===== config.mk =====
export PLATFORM = sky130hd
export DESIGN_NAME = program_sequencer
export DESIGN_NICKNAME = d
export VERILOG_FILES = /design/src/rtl/prog_seq_pkg.sv /design/src/rtl/seq_pc_reg.sv /design/src/rtl/program_sequencer.sv
export SDC_FILE = /design/constraint.sdc
export NUM_CORES = 1
export LEC_CHECK = 0
export ABC_AREA = 0
export CORE_ASPECT_RATIO = 1.2
export CORE_MARGIN = 5
export CORE_UTILIZATION = 50
export CTS_CLUSTER_SIZE = 12
export DETAILED_ROUTE_END_ITERATION = 10
export PLACE_DENSITY = 0.9
export REMOVE_ABC_BUFFERS = 1
export SLEW_MARGIN = 20
export SYNTH_ARGS = -nofsm -noshare
export SYNTH_HDL_FRONTEND = slang
export SYNTH_HIERARCHICAL = 1
export SYNTH_SLANG_ARGS = --single-unit

===== constraint.sdc =====
create_clock -name Clk -period 6.4 [get_ports Clk]
set_clock_uncertainty 0.2 [all_clocks]
set_input_delay 1.28 -clock Clk [delete_from_list [all_inputs] [get_ports Clk]]
set_output_delay 1.28 -clock Clk [all_outputs]
set_load 0.05 [all_outputs]

===== src/rtl/prog_seq_pkg.sv =====
// Shared constants for the program sequencer: opcodes, instruction field
// positions and the controller state encoding.
package prog_seq_pkg;

    localparam logic [2:0] OP_MV   = 3'b000;
    localparam logic [2:0] OP_MVI  = 3'b001;
    localparam logic [2:0] OP_ADD  = 3'b010;
    localparam logic [2:0] OP_SUB  = 3'b011;
    localparam logic [2:0] OP_HALT = 3'b111;

    localparam int OP_MSB = 6;
    localparam int OP_LSB = 4;

    typedef enum logic [2:0] {
        S_IDLE    = 3'd0,
        S_FETCH   = 3'd1,
        S_LATCH_I = 3'd2,
        S_LATCH_D = 3'd3,
        S_ISSUE   = 3'd4,
        S_EXEC    = 3'd5,
        S_HALTED  = 3'd6
    } state_t;

    // Opcodes 100..110 have no meaning to the processor and trap the sequencer.
    function automatic logic isLegal(input logic [2:0] op);
        return (op == OP_MV) || (op == OP_MVI) || (op == OP_ADD) ||
               (op == OP_SUB) || (op == OP_HALT);
    endfunction

endpackage


===== src/rtl/seq_pc_reg.sv =====
// Program counter for the sequencer: reload to RESET_PC, +1 or +2 advance,
// and a PC+1 lookahead used to fetch the mvi immediate.
module seq_pc_reg #(
    parameter int ADDR_W   = 8,
    parameter int RESET_PC = 0
) (
    input  logic              clk,
    input  logic              rst_n,
    input  logic              i_load,
    input  logic              i_inc1,
    input  logic              i_inc2,
    output logic [ADDR_W-1:0] o_pc,
    output logic [ADDR_W-1:0] o_pcPlus1
);

    logic [ADDR_W-1:0] r_pc;

    always_ff @(posedge clk or negedge rst_n) begin
        if (!rst_n) begin
            r_pc <= ADDR_W'(RESET_PC);
        end else if (i_load) begin
            r_pc <= ADDR_W'(RESET_PC);
        end else if (i_inc2) begin
            r_pc <= r_pc + ADDR_W'(2);
        end else if (i_inc1) begin
            r_pc <= r_pc + ADDR_W'(1);
        end
    end

    assign o_pc      = r_pc;
    assign o_pcPlus1 = r_pc + ADDR_W'(1);

endmodule


===== src/rtl/program_sequencer.sv =====
// Fetch/issue controller between synchronous instruction memory and the
// 4-register processor. Define WATCHDOG_EN to trap instructions that never assert Done.
module program_sequencer #(
    parameter int ADDR_W   = 8,
    parameter int DATA_W   = 8,
    parameter int RESET_PC = 0,
    parameter int WD_LIMIT = 7
) (
    input  logic              Clk,
    input  logic              Resetn,
    input  logic              Start,
    input  logic              Stop,
    input  logic              Done,
    input  logic [DATA_W-1:0] Mem_Data,
    output logic [ADDR_W-1:0] Mem_Addr,
    output logic [DATA_W-1:0] DIN,
    output logic              Run,
    output logic [ADDR_W-1:0] PC,
    output logic              Busy,
    output logic              Halted,
    output logic              Error,
    output logic [7:0]        Instr_Count
);

    import prog_seq_pkg::*;

    state_t            r_state;
    state_t            w_next;
    logic [DATA_W-1:0] r_instr;
    logic [DATA_W-1:0] r_imm;
    logic              r_err;
    logic [7:0]        r_count;
    logic [ADDR_W-1:0] w_pcPlus1;
    logic [2:0]        w_fetchOp;
    logic              w_isMvi;
    logic              w_load;
    logic              w_retire;
    logic              w_setErr;

    assign w_fetchOp = Mem_Data[OP_MSB:OP_LSB];
    assign w_isMvi   = (r_instr[OP_MSB:OP_LSB] == OP_MVI);

    seq_pc_reg #(
        .ADDR_W  (ADDR_W),
        .RESET_PC(RESET_PC)
    ) u_pcReg (
        .clk      (Clk),
        .rst_n    (Resetn),
        .i_load   (w_load),
        .i_inc1   (w_retire & ~w_isMvi),
        .i_inc2   (w_retire & w_isMvi),
        .o_pc     (PC),
        .o_pcPlus1(w_pcPlus1)
    );

`ifdef WATCHDOG_EN
    logic [7:0] r_wdCnt;
    logic       w_wdExpired;

    assign w_wdExpired = (r_wdCnt == 8'(WD_LIMIT - 1));

    always_ff @(posedge Clk or negedge Resetn) begin
        if (!Resetn) begin
            r_wdCnt <= '0;
        end else if (r_state == S_ISSUE) begin
            r_wdCnt <= '0;
        end else if (r_state == S_EXEC && !Done) begin
            r_wdCnt <= r_wdCnt + 8'd1;
        end
    end
`else
    logic w_unusedWdLimit;
    assign w_unusedWdLimit = (WD_LIMIT != 0);
`endif

    // Decode is done straight off Mem_Data in LATCH_I so an mvi can already
    // present PC+1 to the memory in that same cycle.
    always_comb begin
        w_next   = r_state;
        w_load   = 1'b0;
        w_retire = 1'b0;
        w_setErr = 1'b0;
        Mem_Addr = PC;
        Run      = 1'b0;
        DIN      = '0;
        case (r_state)
            S_IDLE, S_HALTED: begin
                if (Start) begin
                    w_load = 1'b1;
                    w_next = S_FETCH;
                end
            end
            S_FETCH: w_next = S_LATCH_I;
            S_LATCH_I: begin
                if (w_fetchOp == OP_HALT) begin
                    w_next = S_HALTED;
                end else if (!isLegal(w_fetchOp)) begin
                    w_setErr = 1'b1;
                    w_next   = S_HALTED;
                end else if (w_fetchOp == OP_MVI) begin
                    Mem_Addr = w_pcPlus1;
                    w_next   = S_LATCH_D;
                end else begin
                    w_next = S_ISSUE;
                end
            end
            S_LATCH_D: w_next = S_ISSUE;
            S_ISSUE: begin
                Run    = 1'b1;
                DIN    = r_instr;
                w_next = S_EXEC;
            end
            S_EXEC: begin
                if (w_isMvi) begin
                    DIN = r_imm;
                end
                if (Done) begin
                    w_retire = 1'b1;
                    w_next   = Stop ? S_IDLE : S_FETCH;
                end
`ifdef WATCHDOG_EN
                else if (w_wdExpired) begin
                    w_setErr = 1'b1;
                    w_next   = S_HALTED;
                end
`endif
            end
            default: w_next = S_IDLE;
        endcase
    end

    always_ff @(posedge Clk or negedge Resetn) begin
        if (!Resetn) begin
            r_state <= S_IDLE;
            r_instr <= '0;
            r_imm   <= '0;
            r_err   <= 1'b0;
            r_count <= '0;
        end else begin
            r_state <= w_next;
            if (r_state == S_LATCH_I) begin
                r_instr <= Mem_Data;
            end
            if (r_state == S_LATCH_D) begin
                r_imm <= Mem_Data;
            end
            if (w_load) begin
                r_err <= 1'b0;
            end else if (w_setErr) begin
                r_err <= 1'b1;
            end
            if (w_retire) begin
                r_count <= r_count + 8'd1;
            end
        end
    end

    assign Busy        = (r_state != S_IDLE) && (r_state != S_HALTED);
    assign Halted      = (r_state == S_HALTED);
    assign Error       = r_err;
    assign Instr_Count = r_count;

endmodule


==> run summary, run 1 <==
status -> finished clean
hold path startpoint -> Instr_Count[7]
final net count -> 252
Internal Dissipation -> 681 uW
Layout area overhead -> 27.8%
clock share of power -> 16.3%
asr flop ratio synth -> 100%
unrepaired setup endpoints after global routing -> false
leakage -> 1.14 nW
CP Data Arrival Time -> 3.51 ns
commonest non-fill, non-tap cell in the layout -> clkdlybuf4s50_1
Worst Hold Depth -> 1
Post-synth EDFFs -> 0
Worst slew margin -> 43.9%
Post-CTS Hold Buffers -> 0
largest net degree at the start of global routing -> 37
Psw -> 521 uW
DR vias/cell -> 5.55
Fin Setup TNS -> 0 ns
Crit path required time -> 4.92 ns
first-pass GRT wire length -> 7760 um
worst r2r path cells -> 6
reg2reg start -> r_state[2]
commonest non-fill, non-tap cells in the layout -> clkdlybuf4s50_1, dfrtp_1, mux2_2
synthesized instance count -> 191
Finished Core Util -> 64.8%
crit-path most repeated cell -> clkdlybuf4s50_1
fin. max-slew vios -> 0
Root Driver -> clkbuf_8
post-route DRC violation count -> 0
GRT overflow -> 0
DIE AREA -> 5630 um^2
top cells by area, synth -> dfrtp_1, mux2_2, mux2_4, xnor2_1, a22o_1
Detailed Place HPWL -> 3230 um
power density over cell area -> 445 nW/um^2
H-Tree Depth -> 2
vias in the first global route -> 1,594
Yosys cell types -> 51
Post-DP Area -> 2590 um^2
Routed Antenna Nets -> 0
Initial Util -> 50.7%
critical path's slowest cell -> clkdlybuf4s50_1
Die X -> 69.3 um
#FFs+latches synth -> 36
max_cap viols -> 0
Vias -> 1,626
Sw Ratio -> 43.3%
Syn. warnings -> 6
post-CTS setup buffers -> 0
syn_area_per_cell -> 11.1 um^2
gr usage total -> 17.2%
CTS tree -> done
logic gate share of total power -> 49.3%
Hold WC Path Type -> reg2reg
post-synthesis cell area -> 2110 um^2
Rows -> 26
layout cells sized above 1 -> 18.6%
routed len/inst -> 15.5 um
post-synthesis sequential area ratio -> 42.7%
RePlAce Congestion -> 0.770
diode count -> 0
Worst-Margin Slew -> 0.837 ns
post-CTS sizing -> 0
Worst Setup End Kind -> output pin
Worst VDD drop -> 293 uV
DRT Pass-1 Iters -> 4
Worst path max stage delay -> 0.81 ns
Design Area, Final -> 2700 um^2
initial drt markers -> 96
Die H -> 81.2 um
Synth top area share -> 42.7%
clk buf depth -> 2
fin crit share -> 77.9%
CTS clock-pin slew for the worst setup and hold paths -> 0.07 ns
Clock Sinks -> 36
antenna violations before repair -> 0
TritonCTS Buffers -> 5
Reg power frac -> 34.4%
Main synth FF type -> dfrtp_1
Overall Power -> 1.20 mW
Critical Path Start Type -> input pin
min cycle time layout -> 4.99 ns
# IOs -> 49
core area -> 4160 um^2
WS Path Type -> in2out
Final Hold Viols -> 0
cell taking the most area after synthesis -> dfrtp_1
Critical Path Start -> Mem_Data[4]
worst-path fanout max -> 8
Setup-failing EPs final -> 0
Cell Chain, Critical Path -> clkdlybuf4s50_1 > nor3b_1 > nand2_2 > mux2_2 > clkdlybuf4s50_1
Peak Freq -> 201 MHz
worst skew pair latency -> 0.28 ns
Routed WL -> 4540 um
IO buf count -> 48
## routing by layer
layer  part of all wire [%]  track usage, %  wire length [um]  vias to the layer above
li1                       -               -                 -                      771
met5                      0               0                 0                        -
met2                     51            29.6              2300                       46
met3                    5.8            5.07               265                        7
met1                     42            19.8              1900                      802
met4                    1.7            8.40                75                        0
## final timing paths
check | slack, ns | to
worst max-delay path | 1.41 | Mem_Addr[1]
worst min-delay path | 0.27 | Instr_Count[7]
worst max register to register | 3.61 | u_pcReg/o_pc[7]
worst min register to register | 0.27 | Instr_Count[7]
max in group asynchronous | 4.47 | r_instr[4]
min in group asynchronous | 1.21 | r_imm[1]
## synth_stat cells (3+ instances only)
| cell | n |
|---|---|
| inv_1 | 4 |
| nand3_1 | 3 |
| buf_2 | 3 |
| a22o_1 | 8 |
| nor2_1 | 7 |
| dfrtp_1 | 36 |
| nor2b_1 | 5 |
| nand4_1 | 3 |
| a21oi_1 | 11 |
| nor3b_1 | 3 |
| buf_6 | 3 |
| xnor2_1 | 9 |
| ha_1 | 3 |
| nand2_1 | 16 |
| mux2_4 | 8 |
| mux2_2 | 18 |
| xor2_1 | 6 |
| buf_4 | 3 |
## metrics by stage
step | setup slack (ns) | hold slack (ns) | instances
CTS | 1.42 | 0.277 | 293
global placement | 1.41 | 0.262 | 285
finish | 1.41 | 0.274 | 293
floorplan | 2.76 | 0.281 | 180
detailed placement | 1.42 | 0.266 | 285
global route | 1.28 | 0.312 | 293
## cell type report
type | instances | area [um^2]
Clock buffer | 6 | 72.6
Clock inverter | 2 | 35.0
Fill cell | 367 | 1470
Inverter | 5 | 18.8
Multi-Input combinational cell | 139 | 1110
Sequential cell | 36 | 901
Tap cell | 56 | 70.1
Timing Repair Buffer | 49 | 488
## power groups by stage
stage | combinational, mW | clock, mW | sequential [mW]
2_1_floorplan | 0.361 | 0 | 0.461
3_3_place_gp | 0.584 | 0 | 0.410
3_5_place_dp | 0.595 | 0 | 0.413
4_1_cts | 0.597 | 0.202 | 0.411
5_1_grt | 0.630 | 0.213 | 0.428
6_report | 0.593 | 0.196 | 0.413
## state kept, by name (all words and copies together), names as in the netlist
name and flops:
Instr_Count 8, r_imm 8, r_instr 8, u_pcReg/o_pc 8, r_state 3, Error 1
## kinds of logic after synthesis
logic type,after synthesis,share of synthesized area (%)
AOI/OAI and AO/OA,30,9.89
xor gates and xnor gates,15,6.22
adders and majority gates,3,1.78
buffers and inverters,16,4.62
DFF,36,42.7
muxes,27,15.8
and+or+nand+nor,64,19.1
## worst max-delay path, delay by kind of cell
kind                   cells  cell delay, ns
buffers and inverters      2            1.35
multiplexers               1            0.31
AND/OR/NAND/NOR            2            0.55
No activity file was read; power rests on OpenSTA's default activity.
==> run 2, diff against run 1 <==
--- a/config.mk
+++ b/config.mk
@@ -8,10 +8,10 @@
 export ABC_AREA = 0
 export CORE_ASPECT_RATIO = 1.2
 export CORE_MARGIN = 5
-export CORE_UTILIZATION = 50
+export CORE_UTILIZATION = 45
 export CTS_CLUSTER_SIZE = 12
 export DETAILED_ROUTE_END_ITERATION = 10
-export PLACE_DENSITY = 0.9
+export PLACE_DENSITY = 0.86
 export REMOVE_ABC_BUFFERS = 1
 export SLEW_MARGIN = 20
 export SYNTH_ARGS = -nofsm -noshare
==> constraint.sdc (replaced) <==
create_clock -name Clk -period 4.35 [get_ports Clk]
set_clock_uncertainty 0.2 [all_clocks]
set_input_delay 0.87 -clock Clk [delete_from_list [all_inputs] [get_ports Clk]]
set_output_delay 0.87 -clock Clk [all_outputs]
set_load 0.05 [all_outputs]
==> run 2 against run 1 <==
Critical path depth shrank 1; utilization shrank 6.2 points; first-iteration DRC count shrank 16%; flip-flop and latch count is the same; final area shrank 0.93%; wire length shrank 2.2%; worst hold slack gained 0.0011 ns; register-to-register slack lost 2.0 ns; power grew 43%; via count shrank 0.92%; combinational power grew 46%.
==> run summary, run 2 (synthesis results as in run 1) <==
status -> finished clean
Clock Sinks -> 36 (unchanged)
Finished Core Util -> 58.6% (-6.2 points)
fin cells -> 296 (+1.0%)
Crit path required time -> 3.28 ns (-1.64 ns)
clock share of power -> 14.3% (-2.0 points)
DRT Pass-1 Iters -> 4 (unchanged)
Fin Setup TNS -> 0 ns (unchanged)
Detailed Place HPWL -> 3160 um (-2.3%)
footprint of the multi-input gates -> 1110 um^2 (unchanged)
Die H -> 85.0 um (+4.7%)
gr usage total -> 15.6% (-1.6 points)
Psw -> 760 uW (+46%)
Setup-failing EPs final -> 0 (unchanged)
critical path's top delay family -> buffers and inverters
Design Area, Final -> 2670 um^2 (-0.93%)
fillers -> 397 (+8.2%)
antenna violations before repair -> 0 (unchanged)
fin. max-slew vios -> 0 (unchanged)
Buf+Inv Stages, Crit Path -> 1 (-1)
H-Tree Depth -> 2 (unchanged)
WS Path Type -> reg2out
power density over cell area -> 643 nW/um^2 (+44%)
unrepaired setup endpoints after global routing -> false
Root Driver -> clkbuf_8
Worst slew margin -> 53.0% (+9.0 points)
layout cells sized above 1 -> 22.7% (+4.1 points)
IO buf count -> 48 (unchanged)
commonest non-fill, non-tap cells in the layout -> clkdlybuf4s50_1, dfrtp_1, mux2_2
Post-CTS Hold Buffers -> 0 (unchanged)
post-CTS sizing -> 0 (unchanged)
Final Hold Viols -> 0 (unchanged)
logic gate share of total power -> 50.5% (+1.2 points)
Initial Util -> 46.3% (-4.4 points)
post-CTS setup buffers -> 0 (unchanged)
WHS -> 0.275 ns (+0.00113 ns)
Routed WL -> 4440 um (-2.2%)
TritonCTS Buffers -> 5 (unchanged)
Rows -> 27 (+3.8%)
core area -> 4560 um^2 (+9.5%)
DIE AREA -> 6170 um^2 (+9.6%)
# IOs -> 49 (unchanged)
post-route DRC violation count -> 0 (unchanged)
largest net degree at the start of global routing -> 37 (unchanged)
routed len/inst -> 15.0 um (-3.2%)
max_cap viols -> 0 (unchanged)
Reg power frac -> 35.2% (+0.8 points)
commonest non-fill, non-tap cell in the layout -> clkdlybuf4s50_1
CTS tree -> done
worst-path fanout max -> 17 (+9)
clk buf depth -> 2 (unchanged)
CP Data Arrival Time -> 2.75 ns (-0.76 ns)
Register Area -> 901 um^2 (unchanged)
final net count -> 253 (+0.40%)
Post-DP Area -> 2580 um^2 (-0.39%)
vias in the first global route -> 1,625 (+1.9%)
min cycle time layout -> 3.82 ns
Sw Ratio -> 44.2% (+0.88 points)
Placed Cells -> 288 (+1.1%)
Routed Antenna Nets -> 0 (unchanged)
Die X -> 72.5 um (+4.6%)
initial drt markers -> 81 (-16%)
Cell Chain, Critical Path -> nand3b_1 > nor2b_1 > a22o_1 > clkdlybuf4s50_1
CTS clock-pin slew for the worst setup and hold paths -> 0.07 ns (about the same)
Layout area overhead -> 26.6%
first-pass GRT wire length -> 7720 um (-0.44%)
RePlAce Congestion -> 0.763 (-0.90%)
fin crit share -> 87.9%
Worst-Margin Slew -> 0.704 ns (-0.133 ns)
Critical Path Start Type -> register
Internal Dissipation -> 958 uW (+41%)
critical path's slowest cell -> clkdlybuf4s50_1
Vias -> 1,611 (-0.92%)
diode count -> 0 (unchanged)
Worst path max stage delay -> 0.81 ns (about the same)
worst skew pair latency -> 0.29 ns (about the same)
Worst VDD drop -> 466 uV (+59%)
Peak Freq -> 261 MHz
GRT overflow -> 0 (unchanged)
DR vias/cell -> 5.44 (-1.9%)
Worst Setup End Kind -> output pin
leakage -> 1.16 nW (+1.5%)
Hold WC Path Type -> reg2reg
[run 2: cell count changes in the layout (fill, tap and decap cells not counted), sizes merged]
cell	change
buf	+9
clkdlybuf4s50	-8
bufinv	-1
clkinv	+1
[run 2: final timing paths]
check                          startpoint              end  slack, ns  cells after the start
setup / recovery               r_state[2]           DIN[6]       0.53                      4
setup reg to reg               r_state[2]  u_pcReg/o_pc[5]       1.61                      6
min in group asynchronous          Resetn  u_pcReg/o_pc[0]       0.81                      2
max in group asynchronous          Resetn       r_instr[1]       2.81                      2
hold / removal             Instr_Count[7]   Instr_Count[7]       0.27                      1
hold reg to reg            Instr_Count[7]   Instr_Count[7]       0.27                      1
[run 2: stage by stage]
stage / worst slack (ns) / total power, mW
after floorplan: 1.17 / 1.21
after global placement: 0.783 / 1.46
after detailed placement: 0.738 / 1.48
after CTS: 0.526 / 1.74
after global routing: 0.316 / 1.83
final: 0.526 / 1.72
[run 2: area by class of cell]
type	count	share of cell area [%]
multi-input combinational	139	41.6
sequential	36	33.7
timing repair buffer	50	17.8
clock buffer	6	3.09
tap	58	2.71
inverter	5	0.702
clock inverter	2	0.374
[run 2: layer usage]
| layer | GRT usage, % | part of all wire [%] | vias up |
|---|---|---|---|
| met5 | 0 | 0 | - |
| met4 | 4.03 | 0.95 | 0 |
| met3 | 5.09 | 6.3 | 7 |
| met2 | 25.0 | 49 | 38 |
| met1 | 20.3 | 44 | 789 |
| li1 | - | - | 777 |
[run 2: power by group through the flow]
| stage | clock network (mW) | logic (mW) | registers [mW] |
|---|---|---|---|
| after floorplan | 0 | 0.531 | 0.678 |
| after global placement | 0 | 0.860 | 0.603 |
| after detailed placement | 0 | 0.873 | 0.609 |
| after CTS | 0.255 | 0.877 | 0.606 |
| after global routing | 0.268 | 0.925 | 0.632 |
| final | 0.246 | 0.867 | 0.605 |
==> edit 1: new RTL, settings of run 2 <==
Put a register stage on the outputs `Busy` and `Halted`, cleared by the reset. The values now appear one clock later. The other outputs are not delayed to match.
--- a/src/rtl/program_sequencer.sv
+++ b/src/rtl/program_sequencer.sv
@@ -155,8 +155,15 @@
         end
     end
 
-    assign Busy        = (r_state != S_IDLE) && (r_state != S_HALTED);
-    assign Halted      = (r_state == S_HALTED);
+    always_ff @(posedge Clk or negedge Resetn) begin
+        if (!Resetn) begin
+            Busy   <= '0;
+            Halted <= '0;
+        end else begin
+            Busy   <= (r_state != S_IDLE) && (r_state != S_HALTED);
+            Halted <= (r_state == S_HALTED);
+        end
+    end
     assign Error       = r_err;
     assign Instr_Count = r_count;
 
Check against the original RTL: not equivalent (a bounded check fails within 4 cycles, from zero or initial values and one cycle with Resetn low).
==> edit 1 against run 2 <==
- maximum frequency up 0.51%
- area after synthesis down 0.71%
- clock power down 9.3%
- total power down 6.1%
- final area down 1.2%
- sequential cell count up 2
- core utilization down 0.69 points
- wire length down 2.5%
- non-clock buffer count down 1
- global-route usage down 0.24 points
- sequential power up 1%
- setup slack better by 0.019 ns
- critical endpoint is now Mem_Addr[1]
==> edit 1: results <==
group,metric,value,unit
run_status,status,"finished, final reports clean",
worst_setup_path,reg2reg_from,"r_state[2]",
finish,multi_input_area_share,39.9,%
cts,post_cts_buffers,0,
finish,nNonClkInverters,6,
logic_synthesis,synth_area_leaders,"dfrtp_1 45%, mux2_2 10%, mux2_4 5.7%",
logic_synthesis,yosys_warnings,6,
global_routing,grt_max_degree,39,
detailed_routing,num_vias,1548,
cts,max-clock-path-buffers,2,
cts,path_clk_slew,0.07,ns
worst_setup_path,arrival,2.73,ns
finish,signal_buffers,49,
placed_design,pre_cts_ws,0.539,ns
placed_design,place_area,0.00256,mm^2
worst_setup_path,reg2reg_to,"u_pcReg/o_pc[5]",
cts,numCtsBuffers,5,
finish,layout-drive-gt1-share,21.8,%
finish,seqCellArea,951,um^2
logic_synthesis,seq_area_frac_synth,45.3,%
logic_synthesis,synth_common_cells,"38 x dfrtp_1, 19 x mux2_2, 13 x nand2_1",
logic_synthesis,syn_inst,188,
detailed_routing,drt-vias-per-instance,5.30,
cts,h-tree-depth,2,
cts,cts_sinks,38,
placed_design,place.gp.congestion,0.770,
die,die_x,72.3,um
power,peakVddDrop,0.386,mV
timing,fin_hold_ws,0.271,ns
power,p_leak,1.15,nW
detailed_routing,routed_wl,4.33,mm
placed_design,post-place-cells,285,
timing,max-slew-margin-rel,44.0,%
global_routing,grt_use_total,15.4,%
global_routing,grt_pass1_wl,7.45,mm
finish,nets,250,
global_routing,first_global_vias,1608,
detailed_routing,first_iter_violations,64,
finish,largest_class,"multi-input combinational cells",
placed_design,place_hpwl,3.24,mm
placed_design,portBuffers,48,
global_routing,antenna_found_initial,0,
worst_setup_path,crit_path_max_fanout,9,
finish,antennaDiodeCount,0,
worst_setup_path,r2r_slack,1.66,ns
worst_setup_path,cp-endpoint,"Mem_Addr[1]",
timing,min_period,3.80,ns
finish,clockNetworkAreaShare,2.98,%
finish,fill_cells,400,
worst_setup_path,startpoint,"Mem_Data[4]",
finish,multi_input_gates,134,
cts,clockRootBuffer,"clkbuf_8",
logic_synthesis,synth_cell_type_count,45,
cts,cts_resized,0,
finish,multi_input_area,0.00105,mm^2
finish,layout.nonclk_buf_share,17.5,%
min_path,holdPathStages,1,
## edit 1: metal layers
layer  share of wire (%)  up-vias  track usage, %
li1                    -      756               -
met1                  41      735            17.5
met2                  51       53            27.0
met3                 7.2        4            4.67
met4                0.69        0            5.13
met5                   0        -               0
## edit 1: worst max-delay path, cell delays in order
cell and delay (ns):
clkdlybuf4s50_1 0.51, or2b_1 0.28, or4_4 0.54, mux2_4 0.34
buf_4 0.19
## edit 1: logic make-up (layout without fill, tap and decap cells)
kind of cell / count (synthesis) / count (layout) / share of synthesized area, %
simple gates: 61 / 61 / 16.9
compound gates: 27 / 27 / 8.95
flops: 38 / 38 / 45.3
fa+ha+maj: 4 / 4 / 2.27
mux: 27 / 27 / 15.9
xor+xnor: 15 / 15 / 6.27
buf+inv: 16 / 62 / 4.36
## edit 1: power by group
part           internal, mW  switching (mW)
clock network         0.107           0.115
registers             0.479           0.135
logic                 0.326           0.450
==> edit 2: new RTL, settings of run 2 <==
Made on the original files. `ADDR_W` is set to 8 in 2 places; all go to 9.
--- a/src/rtl/seq_pc_reg.sv
+++ b/src/rtl/seq_pc_reg.sv
@@ -1,7 +1,7 @@
 // Program counter for the sequencer: reload to RESET_PC, +1 or +2 advance,
 // and a PC+1 lookahead used to fetch the mvi immediate.
 module seq_pc_reg #(
-    parameter int ADDR_W   = 8,
+    parameter int ADDR_W   = 9,
     parameter int RESET_PC = 0
 ) (
     input  logic              clk,
--- a/src/rtl/program_sequencer.sv
+++ b/src/rtl/program_sequencer.sv
@@ -1,7 +1,7 @@
 // Fetch/issue controller between synchronous instruction memory and the
 // 4-register processor. Define WATCHDOG_EN to trap instructions that never assert Done.
 module program_sequencer #(
-    parameter int ADDR_W   = 8,
+    parameter int ADDR_W   = 9,
     parameter int DATA_W   = 8,
     parameter int RESET_PC = 0,
     parameter int WD_LIMIT = 7
Interface: changed (resized Mem_Addr and PC); port bits go from 49 to 51. The function was not compared with the original's and may differ.
==> edit 2 against run 2 <==
- final area rose by 2.0%
- non-clock buffer count rose by 1
- largest power group unchanged
- highest routed layer unchanged
- critical path type unchanged
- maximum frequency rose by 2.0%
- global-route usage fell by 0.29 points
- wire length rose by 0.16%
- sequential cell count rose by 1
- register-to-register slack got worse by 0.02 ns
- sequential power barely moved
- area after synthesis rose by 2.2%
- total power rose by 0.57%
- setup slack improved by 0.074 ns
==> edit 2: results <==
group,metric,value,unit
global_routing,grt_pass1_wl,7.75,mm
worst_setup_path,crit_path_max_fanout,17,
cts,clk_latency,0.28,ns
detailed_routing,drt-vias-per-instance,5.44,
power,intPower,0.957,mW
worst_setup_path,reg2reg_to,"u_pcReg/o_pc[8]",
power,peakVddDrop,0.407,mV
global_routing,grt_max_degree,38,
timing,min_period,3.75,ns
finish,layout-drive-gt1-share,23.2,%
placed_design,place_hpwl,3.19,mm
worst_setup_path,r2r_slack,1.59,ns
placed_design,post-place-cells,296,
power,pwr-share-clk,13.3,%
detailed_routing,routed_wl,4.45,mm
logic_synthesis,synth_cell_type_count,49,
global_routing,first_global_vias,1672,
logic_synthesis,synth_common_cells,"37 x dfrtp_1, 21 x mux2_2, 15 x nand2_1",
placed_design,portBuffers,50,
timing,worst_pin_slew,0.807,ns
detailed_routing,first_iter_violations,86,
finish,largest_reg_flops,9,
power,p_leak,1.19,nW
worst_setup_path,arrival,2.68,ns
detailed_routing,wire_per_inst,14.6,um
power,power,1.73,mW
placed_design,pre_cts_ws,0.775,ns
logic_synthesis,synth_area_leaders,"dfrtp_1 43%, mux2_2 11%, mux2_4 5.6%",
placed_design,place.gp.congestion,0.711,
logic_synthesis,syn_inst,197,
run_status,status,"finished, final reports clean",
placed_design,place_area,0.00265,mm^2
global_routing,grt_use_total,15.4,%
logic_synthesis,seq_area_frac_synth,42.9,%
## edit 2: cell type report
| cell class | count | area [um^2] |
|---|---|---|
| Sequential cell | 37 | 926 |
| Tap cell | 58 | 72.6 |
| Inverter | 5 | 18.8 |
| Fill cell | 425 | 1900 |
| Multi-Input combinational cell | 145 | 1150 |
| Clock buffer | 6 | 72.6 |
| Timing Repair Buffer | 51 | 480 |
| Clock inverter | 2 | 10.0 |
## edit 2: how the worst min path moves through the flow
| stage | from | end | slack, ns |
|---|---|---|---|
| 4_1_cts | Instr_Count[7] | Instr_Count[7] | 0.28 |
| 6_report | Instr_Count[7] | Instr_Count[7] | 0.28 |
| 3_5_place_dp | Instr_Count[7] | Instr_Count[7] | 0.26 |
| 2_1_floorplan | r_instr[0] | r_instr[0] | 0.28 |
| 3_3_place_gp | Instr_Count[7] | Instr_Count[7] | 0.26 |
| 5_1_grt | Instr_Count[7] | Instr_Count[7] | 0.29 |
## edit 2: cell families (layout without fill, tap and decap cells)
group	after synthesis	after routing	share of synthesized area, %
AO/OA/AOI/OAI	30	30	9.68
XOR/XNOR	16	16	6.49
adder cells (fa/ha/maj)	3	3	1.74
buffers and inverters	15	64	3.94
flip-flops	37	37	42.9
multiplexers	30	30	17.0
AND/OR/NAND/NOR	66	66	18.3
## edit 2: routing by layer
layer	GRT usage, %	share of wire (%)	wire length (um)	vias to the layer above
met4	3.52	0.65	29	0
li1	-	-	-	803
met5	0	0	0	-
met3	3.99	6.1	271	5
met1	19.8	44	1960	800
met2	25.5	49	2180	47
## edit 2: critical path, delay by kind of cell (launching register included)
kind / cells / cell delay [ns]
buffers and inverters: 1 / 0.81
and+or+nand+nor: 2 / 0.73
DFF: 1 / 0.63
AOI/OAI and AO/OA: 1 / 0.24
